===== src/rtl/endian_swap_arbiter_if.sv =====
// Bundle of handshake and bus signals for endian_swap_arbiter.
//   req0_* / req1_* : two requester beat streams (valid, data, swap, last, ready)
//   out_*           : single registered output beat stream (valid, data, src, last, ready)
// slave  : arbiter side (consumes requests, produces the output stream)
// master : environment side (produces requests, consumes the output stream)
interface endian_swap_arbiter_if #(
    parameter int DATA_W = 32
);
    logic              req0_valid_i;
    logic [DATA_W-1:0] req0_data_i;
    logic              req0_swap_i;
    logic              req0_last_i;
    logic              req0_ready_o;

    logic              req1_valid_i;
    logic [DATA_W-1:0] req1_data_i;
    logic              req1_swap_i;
    logic              req1_last_i;
    logic              req1_ready_o;

    logic              out_valid_o;
    logic [DATA_W-1:0] out_data_o;
    logic              out_src_o;
    logic              out_last_o;
    logic              out_ready_i;

    modport slave (
        input  req0_valid_i, req0_data_i, req0_swap_i, req0_last_i,
        output req0_ready_o,
        input  req1_valid_i, req1_data_i, req1_swap_i, req1_last_i,
        output req1_ready_o,
        output out_valid_o, out_data_o, out_src_o, out_last_o,
        input  out_ready_i
    );

    modport master (
        output req0_valid_i, req0_data_i, req0_swap_i, req0_last_i,
        input  req0_ready_o,
        output req1_valid_i, req1_data_i, req1_swap_i, req1_last_i,
        input  req1_ready_o,
        input  out_valid_o, out_data_o, out_src_o, out_last_o,
        output out_ready_i
    );
endinterface


===== src/rtl/endian_swap_arbiter.sv =====
// Two-requester arbiter sharing one byte-reversal datapath.
// Grants round-robin at packet granularity, locks the grant until the
// packet's last beat is accepted, and converts each beat (byte reverse or
// pass-through, chosen per beat) as it enters a single output register.
// Ports:
//   clk   : rising-edge clock
//   reset : synchronous active-high reset
//   bus   : endian_swap_arbiter_if.slave (request streams in, output stream out)
module endian_swap_arbiter #(
    parameter int DATA_W = 32
) (
    input logic                 clk,
    input logic                 reset,
    endian_swap_arbiter_if.slave bus
);

    localparam int NBYTES = DATA_W / 8;

    typedef enum logic [1:0] {
        ST_IDLE  = 2'd0,
        ST_LOCK0 = 2'd1,
        ST_LOCK1 = 2'd2
    } state_t;

    // Byte k of the result is byte (NBYTES-1-k) of the input.
    function automatic logic [DATA_W-1:0] byte_reverse(input logic [DATA_W-1:0] d);
        logic [DATA_W-1:0] r;
        r = {DATA_W{1'b0}};
        for (int k = 0; k < NBYTES; k++) begin
            r[8*k +: 8] = d[8*(NBYTES-1-k) +: 8];
        end
        return r;
    endfunction

    state_t            state_q, state_d;
    logic              last_grant_q, last_grant_d;
    logic              out_valid_q, out_valid_d;
    logic [DATA_W-1:0] out_data_q, out_data_d;
    logic              out_src_q, out_src_d;
    logic              out_last_q, out_last_d;

    logic              stage_free_s;
    logic              grant_s;
    logic              grant_vld_s;
    logic              sel_valid_s;
    logic [DATA_W-1:0] sel_data_s;
    logic              sel_swap_s;
    logic              sel_last_s;
    logic              accept_s;

    // The output register can take a beat when empty or draining this cycle.
    assign stage_free_s = ~out_valid_q | bus.out_ready_i;

    // Grant selection: round-robin in IDLE, fixed owner while a packet is locked.
    always_comb begin
        grant_s     = 1'b0;
        grant_vld_s = 1'b0;
        case (state_q)
            ST_IDLE: begin
                if (bus.req0_valid_i && bus.req1_valid_i) begin
                    grant_s     = ~last_grant_q;
                    grant_vld_s = 1'b1;
                end else if (bus.req0_valid_i) begin
                    grant_s     = 1'b0;
                    grant_vld_s = 1'b1;
                end else if (bus.req1_valid_i) begin
                    grant_s     = 1'b1;
                    grant_vld_s = 1'b1;
                end else begin
                    grant_s     = 1'b0;
                    grant_vld_s = 1'b0;
                end
            end
            // Owner keeps the grant even while idle, so mid-packet bubbles never let the other side in.
            ST_LOCK0: begin
                grant_s     = 1'b0;
                grant_vld_s = 1'b1;
            end
            ST_LOCK1: begin
                grant_s     = 1'b1;
                grant_vld_s = 1'b1;
            end
            default: begin
                grant_s     = 1'b0;
                grant_vld_s = 1'b0;
            end
        endcase
    end

    // Mux the granted requester's beat onto the shared datapath.
    always_comb begin
        sel_valid_s = 1'b0;
        sel_data_s  = {DATA_W{1'b0}};
        sel_swap_s  = 1'b0;
        sel_last_s  = 1'b0;
        if (grant_s) begin
            sel_valid_s = bus.req1_valid_i;
            sel_data_s  = bus.req1_data_i;
            sel_swap_s  = bus.req1_swap_i;
            sel_last_s  = bus.req1_last_i;
        end else begin
            sel_valid_s = bus.req0_valid_i;
            sel_data_s  = bus.req0_data_i;
            sel_swap_s  = bus.req0_swap_i;
            sel_last_s  = bus.req0_last_i;
        end
    end

    assign bus.req0_ready_o = stage_free_s & grant_vld_s & ~grant_s;
    assign bus.req1_ready_o = stage_free_s & grant_vld_s & grant_s;
    assign accept_s         = stage_free_s & grant_vld_s & sel_valid_s;

    // Next FSM state and round-robin pointer, advanced only by accepted beats.
    always_comb begin
        state_d      = state_q;
        last_grant_d = last_grant_q;
        if (accept_s) begin
            last_grant_d = grant_s;
            if (sel_last_s) begin
                state_d = ST_IDLE;
            end else if (grant_s) begin
                state_d = ST_LOCK1;
            end else begin
                state_d = ST_LOCK0;
            end
        end else if ((state_q == ST_IDLE) || (state_q == ST_LOCK0) || (state_q == ST_LOCK1)) begin
            state_d = state_q;
        end else begin
            // Recover from an unreachable encoding.
            state_d = ST_IDLE;
        end
    end

    // Output register next values: load on accept, clear valid on drain, hold otherwise.
    always_comb begin
        out_valid_d = out_valid_q;
        out_data_d  = out_data_q;
        out_src_d   = out_src_q;
        out_last_d  = out_last_q;
        if (stage_free_s) begin
            out_valid_d = accept_s;
            if (accept_s) begin
                out_data_d = sel_swap_s ? byte_reverse(sel_data_s) : sel_data_s;
                out_src_d  = grant_s;
                out_last_d = sel_last_s;
            end else begin
                out_data_d = out_data_q;
                out_src_d  = out_src_q;
                out_last_d = out_last_q;
            end
        end else begin
            out_valid_d = out_valid_q;
        end
    end

    // State and output registers with synchronous reset.
    always_ff @(posedge clk) begin
        if (reset) begin
            state_q      <= ST_IDLE;
            last_grant_q <= 1'b1;
            out_valid_q  <= 1'b0;
            out_data_q   <= {DATA_W{1'b0}};
            out_src_q    <= 1'b0;
            out_last_q   <= 1'b0;
        end else begin
            state_q      <= state_d;
            last_grant_q <= last_grant_d;
            out_valid_q  <= out_valid_d;
            out_data_q   <= out_data_d;
            out_src_q    <= out_src_d;
            out_last_q   <= out_last_d;
        end
    end

    assign bus.out_valid_o = out_valid_q;
    assign bus.out_data_o  = out_data_q;
    assign bus.out_src_o   = out_src_q;
    assign bus.out_last_o  = out_last_q;

endmodule


===== src/flat_wrapper.sv =====
// flat-port wrapper written by rule: the top's interface ports become plain ports
module endian_swap_arbiter_flat 
#(
    parameter int DATA_W = 32
)
  (clk, reset, bus_req0_valid_i, bus_req0_data_i, bus_req0_swap_i, bus_req0_last_i, bus_req0_ready_o, bus_req1_valid_i, bus_req1_data_i, bus_req1_swap_i, bus_req1_last_i, bus_req1_ready_o, bus_out_valid_o, bus_out_data_o, bus_out_src_o, bus_out_last_o, bus_out_ready_i);
  endian_swap_arbiter_if #(.DATA_W(DATA_W)) bus_i ();
  input logic clk;
  input logic reset;
  input wire logic [$bits(bus_i.req0_valid_i)-1:0] bus_req0_valid_i;
  input wire logic [$bits(bus_i.req0_data_i)-1:0] bus_req0_data_i;
  input wire logic [$bits(bus_i.req0_swap_i)-1:0] bus_req0_swap_i;
  input wire logic [$bits(bus_i.req0_last_i)-1:0] bus_req0_last_i;
  output wire logic [$bits(bus_i.req0_ready_o)-1:0] bus_req0_ready_o;
  input wire logic [$bits(bus_i.req1_valid_i)-1:0] bus_req1_valid_i;
  input wire logic [$bits(bus_i.req1_data_i)-1:0] bus_req1_data_i;
  input wire logic [$bits(bus_i.req1_swap_i)-1:0] bus_req1_swap_i;
  input wire logic [$bits(bus_i.req1_last_i)-1:0] bus_req1_last_i;
  output wire logic [$bits(bus_i.req1_ready_o)-1:0] bus_req1_ready_o;
  output wire logic [$bits(bus_i.out_valid_o)-1:0] bus_out_valid_o;
  output wire logic [$bits(bus_i.out_data_o)-1:0] bus_out_data_o;
  output wire logic [$bits(bus_i.out_src_o)-1:0] bus_out_src_o;
  output wire logic [$bits(bus_i.out_last_o)-1:0] bus_out_last_o;
  input wire logic [$bits(bus_i.out_ready_i)-1:0] bus_out_ready_i;
  assign bus_i.req0_valid_i = bus_req0_valid_i;
  assign bus_i.req0_data_i = bus_req0_data_i;
  assign bus_i.req0_swap_i = bus_req0_swap_i;
  assign bus_i.req0_last_i = bus_req0_last_i;
  assign bus_req0_ready_o = bus_i.req0_ready_o;
  assign bus_i.req1_valid_i = bus_req1_valid_i;
  assign bus_i.req1_data_i = bus_req1_data_i;
  assign bus_i.req1_swap_i = bus_req1_swap_i;
  assign bus_i.req1_last_i = bus_req1_last_i;
  assign bus_req1_ready_o = bus_i.req1_ready_o;
  assign bus_out_valid_o = bus_i.out_valid_o;
  assign bus_out_data_o = bus_i.out_data_o;
  assign bus_out_src_o = bus_i.out_src_o;
  assign bus_out_last_o = bus_i.out_last_o;
  assign bus_i.out_ready_i = bus_out_ready_i;
  endian_swap_arbiter #(.DATA_W(DATA_W)) u_core (.clk(clk), .reset(reset), .bus(bus_i));
endmodule

===== config.mk =====
export PLATFORM = sky130hd
export DESIGN_NAME = endian_swap_arbiter_flat
export DESIGN_NICKNAME = d
export VERILOG_FILES = /design/src/rtl/endian_swap_arbiter_if.sv /design/src/rtl/endian_swap_arbiter.sv /design/src/flat_wrapper.sv
export SDC_FILE = /design/constraint.sdc
export NUM_CORES = 1
export LEC_CHECK = 0
export ABC_AREA = 1
export CORE_MARGIN = 8
export CORE_UTILIZATION = 35
export DETAILED_ROUTE_END_ITERATION = 12
export PLACE_DENSITY = 0.68
export SYNTH_ARGS = -nofsm -noshare
export SYNTH_HDL_FRONTEND = slang
export SYNTH_SLANG_ARGS = --single-unit

===== constraint.sdc =====
create_clock -name clk -period 2.4 [get_ports clk]
set_input_delay 0.36 -clock clk [delete_from_list [all_inputs] [get_ports clk]]
set_output_delay 0.36 -clock clk [all_outputs]
set_load 0.01 [all_outputs]

==> reports/qor.yml <==
run_status:
  status: "complete, no violations"
worst_setup_path:
  cp_max_fo: 4
  cp.required_ps: 2040
  timing.rr.end: "u_core.bus.out_data_o[9]$_SDFFE_PP0P_"
  rrSetupSlack_ps: 420
  arrival_ps: 1890
  worstSetupPathType: "flop to output port"
  reg2reg_depth: 12
  end_kind: "output port"
  r2r_start: "u_core.state_q[0]$_SDFFE_PP0P_"
  critPathLaunchType: "flop"
drt:
  drtAntennaViolNets: 0
  via_per_inst: 4.32
  route.detailed.drc: 0
  dr_total_vias: 2896
  wl_per_cell_um: 11.7
  dr.pass1.iters: 4
  wirelength_um: 7870
  drtIter0Drc: 148
cells_and_area:
  finalNonFillerCells: 671
  multi_input_area_um2: 1490
  n_antenna_cell: 0
  regArea_um2: 761
  area_growth_pct: 49.6
  final_nets: 648
  n_fill_cell: 727
  drive_gt1_frac: 0.0524
yosys:
  syn_inst: 470
  synth.distinct_cells: 20
  ys_async_sr_fraction: 0
  synth_area_per_cell_um2: 5.48
  yosysWarningCount: 0
  syn_nets: 546
  ys.flop_type: "dfxtp_1"
  synthesis.area_um2: 2580
  synth_edf_count: 0
  ys_seq_area_frac: 0.295
  ys_seq_elements: 38
floorplan:
  die_area_um2: 10400
  std_cell_rows: 31
  ioPinCount: 110
  start_util: 0.359
  die_h_um: 102
  coreArea_um2: 7180
  die_w_um: 102
clocking:
  cts_tree: "built"
  clock-sinks: 38
  root_buffer: "clkbuf_8"
  cts-buffers-inserted: 5
  post-cts-setup-buffers: 0
  insertion_delay_ps: 290
  cts_resized: 0
  h-tree-depth: 2
  cts.path.max_buffers: 2
  ctsHoldBuffers: 0
  clk_pin_slew_ps: 70
placement:
  dp.cells: 664
  gp_congestion: 0.931
  dp.final_hpwl_um: 6350
  portBuffers: 109
global_routing:
  grt.overflow.total: 0
  antenna_found_initial: 0
  grtUsageTotal: 0.153
  grt_pass1_vias: 2665
  grt_pass1_wl_um: 12600
  grt_max_degree: 37
pwr:
  p_leak_nw: 1.96
  vdd_drop_max_v: 0.000335
  powerDensity_nw_per_um2: 637
job:
  drv_cap: 0
timing:
  slew_headroom: 0.774
  setup_violations: 0
  hold_viol_final: 0
  period_minus_slack_ps: 2250
  finalCritPeriodShare: 0.937
  tightestPinTransition_ps: 338
  final-max-slew-violation-count: 0
  tns_ps: 0
  max_freq_mhz: 445
  fin_skew_ps: 3.43
  rsz0062_at_grt: "no"
hold_path:
  min_path_cells: 2
  min_to: "u_core.last_grant_q$_SDFFE_PP1P_"
  min-delay-start: "u_core.last_grant_q$_SDFFE_PP1P_"
  worstHoldPathType: "flop to flop"
area by class of cell:
cell class	count	area share
clock inverters	1	0.00779
flip-flops and latches	38	0.197
clock buffers	6	0.0214
repair buffers	121	0.313
multi-input cells	363	0.387
well taps	99	0.0321
inverters	43	0.0419
cells by family (layout without fill, tap and decap cells):
| logic type | after synthesis | in the layout | synth area share |
|---|---|---|---|
| flip-flops | 38 | 38 | 0.295 |
| AND/OR/NAND/NOR | 353 | 353 | 0.550 |
| AO/OA/AOI/OAI | 7 | 7 | 0.0136 |
| adder cells (fa/ha/maj) | 3 | 3 | 0.0146 |
| buffers and inverters | 69 | 171 | 0.126 |
Yosys cell counts (2+ instances only):
| cell type | n | area [um2] |
|---|---|---|
| buf_2 | 11 | 55.1 |
| a21oi_1 | 5 | 25.0 |
| inv_2 | 3 | 11.3 |
| nand2_4 | 3 | 33.8 |
| o21ai_1 | 2 | 10.0 |
| nand3_1 | 38 | 190 |
| nand2_1 | 237 | 890 |
| dfxtp_1 | 38 | 761 |
| inv_1 | 39 | 146 |
| nor2_1 | 68 | 255 |
| clkbuf_1 | 7 | 26.3 |
| nand2_2 | 3 | 18.8 |
| buf_6 | 7 | 78.8 |
| ha_1 | 3 | 37.5 |
worst max path at each step:
stage	slack [ps]	to	start
floorplan	750	bus_req0_ready_o	u_core.state_q[0]$_SDFFE_PP0P_
global placement	210	bus_req0_ready_o	bus_req0_valid_i
detailed placement	190	bus_req0_ready_o	bus_req1_valid_i
CTS	140	bus_req0_ready_o	u_core.state_q[1]$_SDFFE_PP0P_
global route	50	bus_req0_ready_o	u_core.state_q[1]$_SDFFE_PP0P_
finish	150	bus_req0_ready_o	u_core.state_q[1]$_SDFFE_PP0P_
worst max-delay path, stage by stage (launching register included):
cell,delay (ps)
dfxtp_1,400
inv_1,60
ha_1,270
nor2_1,50
nor2_2,100
inv_1,90
nor2_1,90
clkdlybuf4s50_1,540
power breakdown:
| part | leakage (nW) | total [W] | switching (W) | internal, W |
|---|---|---|---|---|
| Clock | 0.0573 | 0.000559 | 0.000226 | 0.000333 |
| Sequential | 0.314 | 0.000791 | 0.0000572 | 0.000734 |
| Combinational | 1.59 | 0.00111 | 0.000579 | 0.000527 |
per-layer routing:
metal | track usage | share of wire | up-vias
li1 | - | - | 1597
met1 | 0.191 | 0.46 | 1224
met2 | 0.263 | 0.48 | 67
met3 | 0.0259 | 0.045 | 8
met4 | 0.0440 | 0.012 | 0
met5 | 0 | 0 | -
placed cells by master (no fill, tap or decap):
master	count
nand4_1	1
nor2_4	1
buf_4	10
buf_12	2
nor2_2	1
nand2_4	3
clkbuf_8	6
clkinv_1	1
clkdlybuf4s50_1	109
inv_2	3
ha_1	3
nand2_2	3
dfxtp_1	38
bufinv_16	1
nor2_1	68
nand3_1	38
inv_1	39
o21ai_1	2
a21oi_1	5
nand3b_1	1
nand2_1	237
sequential cells by signal, summed over array words and instances, names as in the netlist:
name	count
u_core.bus.out_data_o	32
u_core.bus.out_valid_o	1
u_core.bus.out_src_o	1
u_core.last_grant_q	1
u_core.bus.out_last_o	1
u_core.state_q	2
per-stage QoR:
| step | setup slack [ps] | hold slack (ps) | instance area (um2) | total power (W) | utilization |
|---|---|---|---|---|---|
| final | 151 | 491 | 3860 | 0.00246 | 0.537 |
| after global routing | 49.8 | 520 | 3860 | 0.00265 | 0.537 |
| after CTS | 142 | 498 | 3860 | 0.00248 | 0.537 |
| after detailed placement | 189 | 477 | 3740 | 0.00192 | 0.522 |
| after global placement | 208 | 488 | 3740 | 0.00191 | 0.522 |
| after floorplan | 750 | 429 | 2580 | 0.00147 | - |
Power figures use the tool's default switching activity.
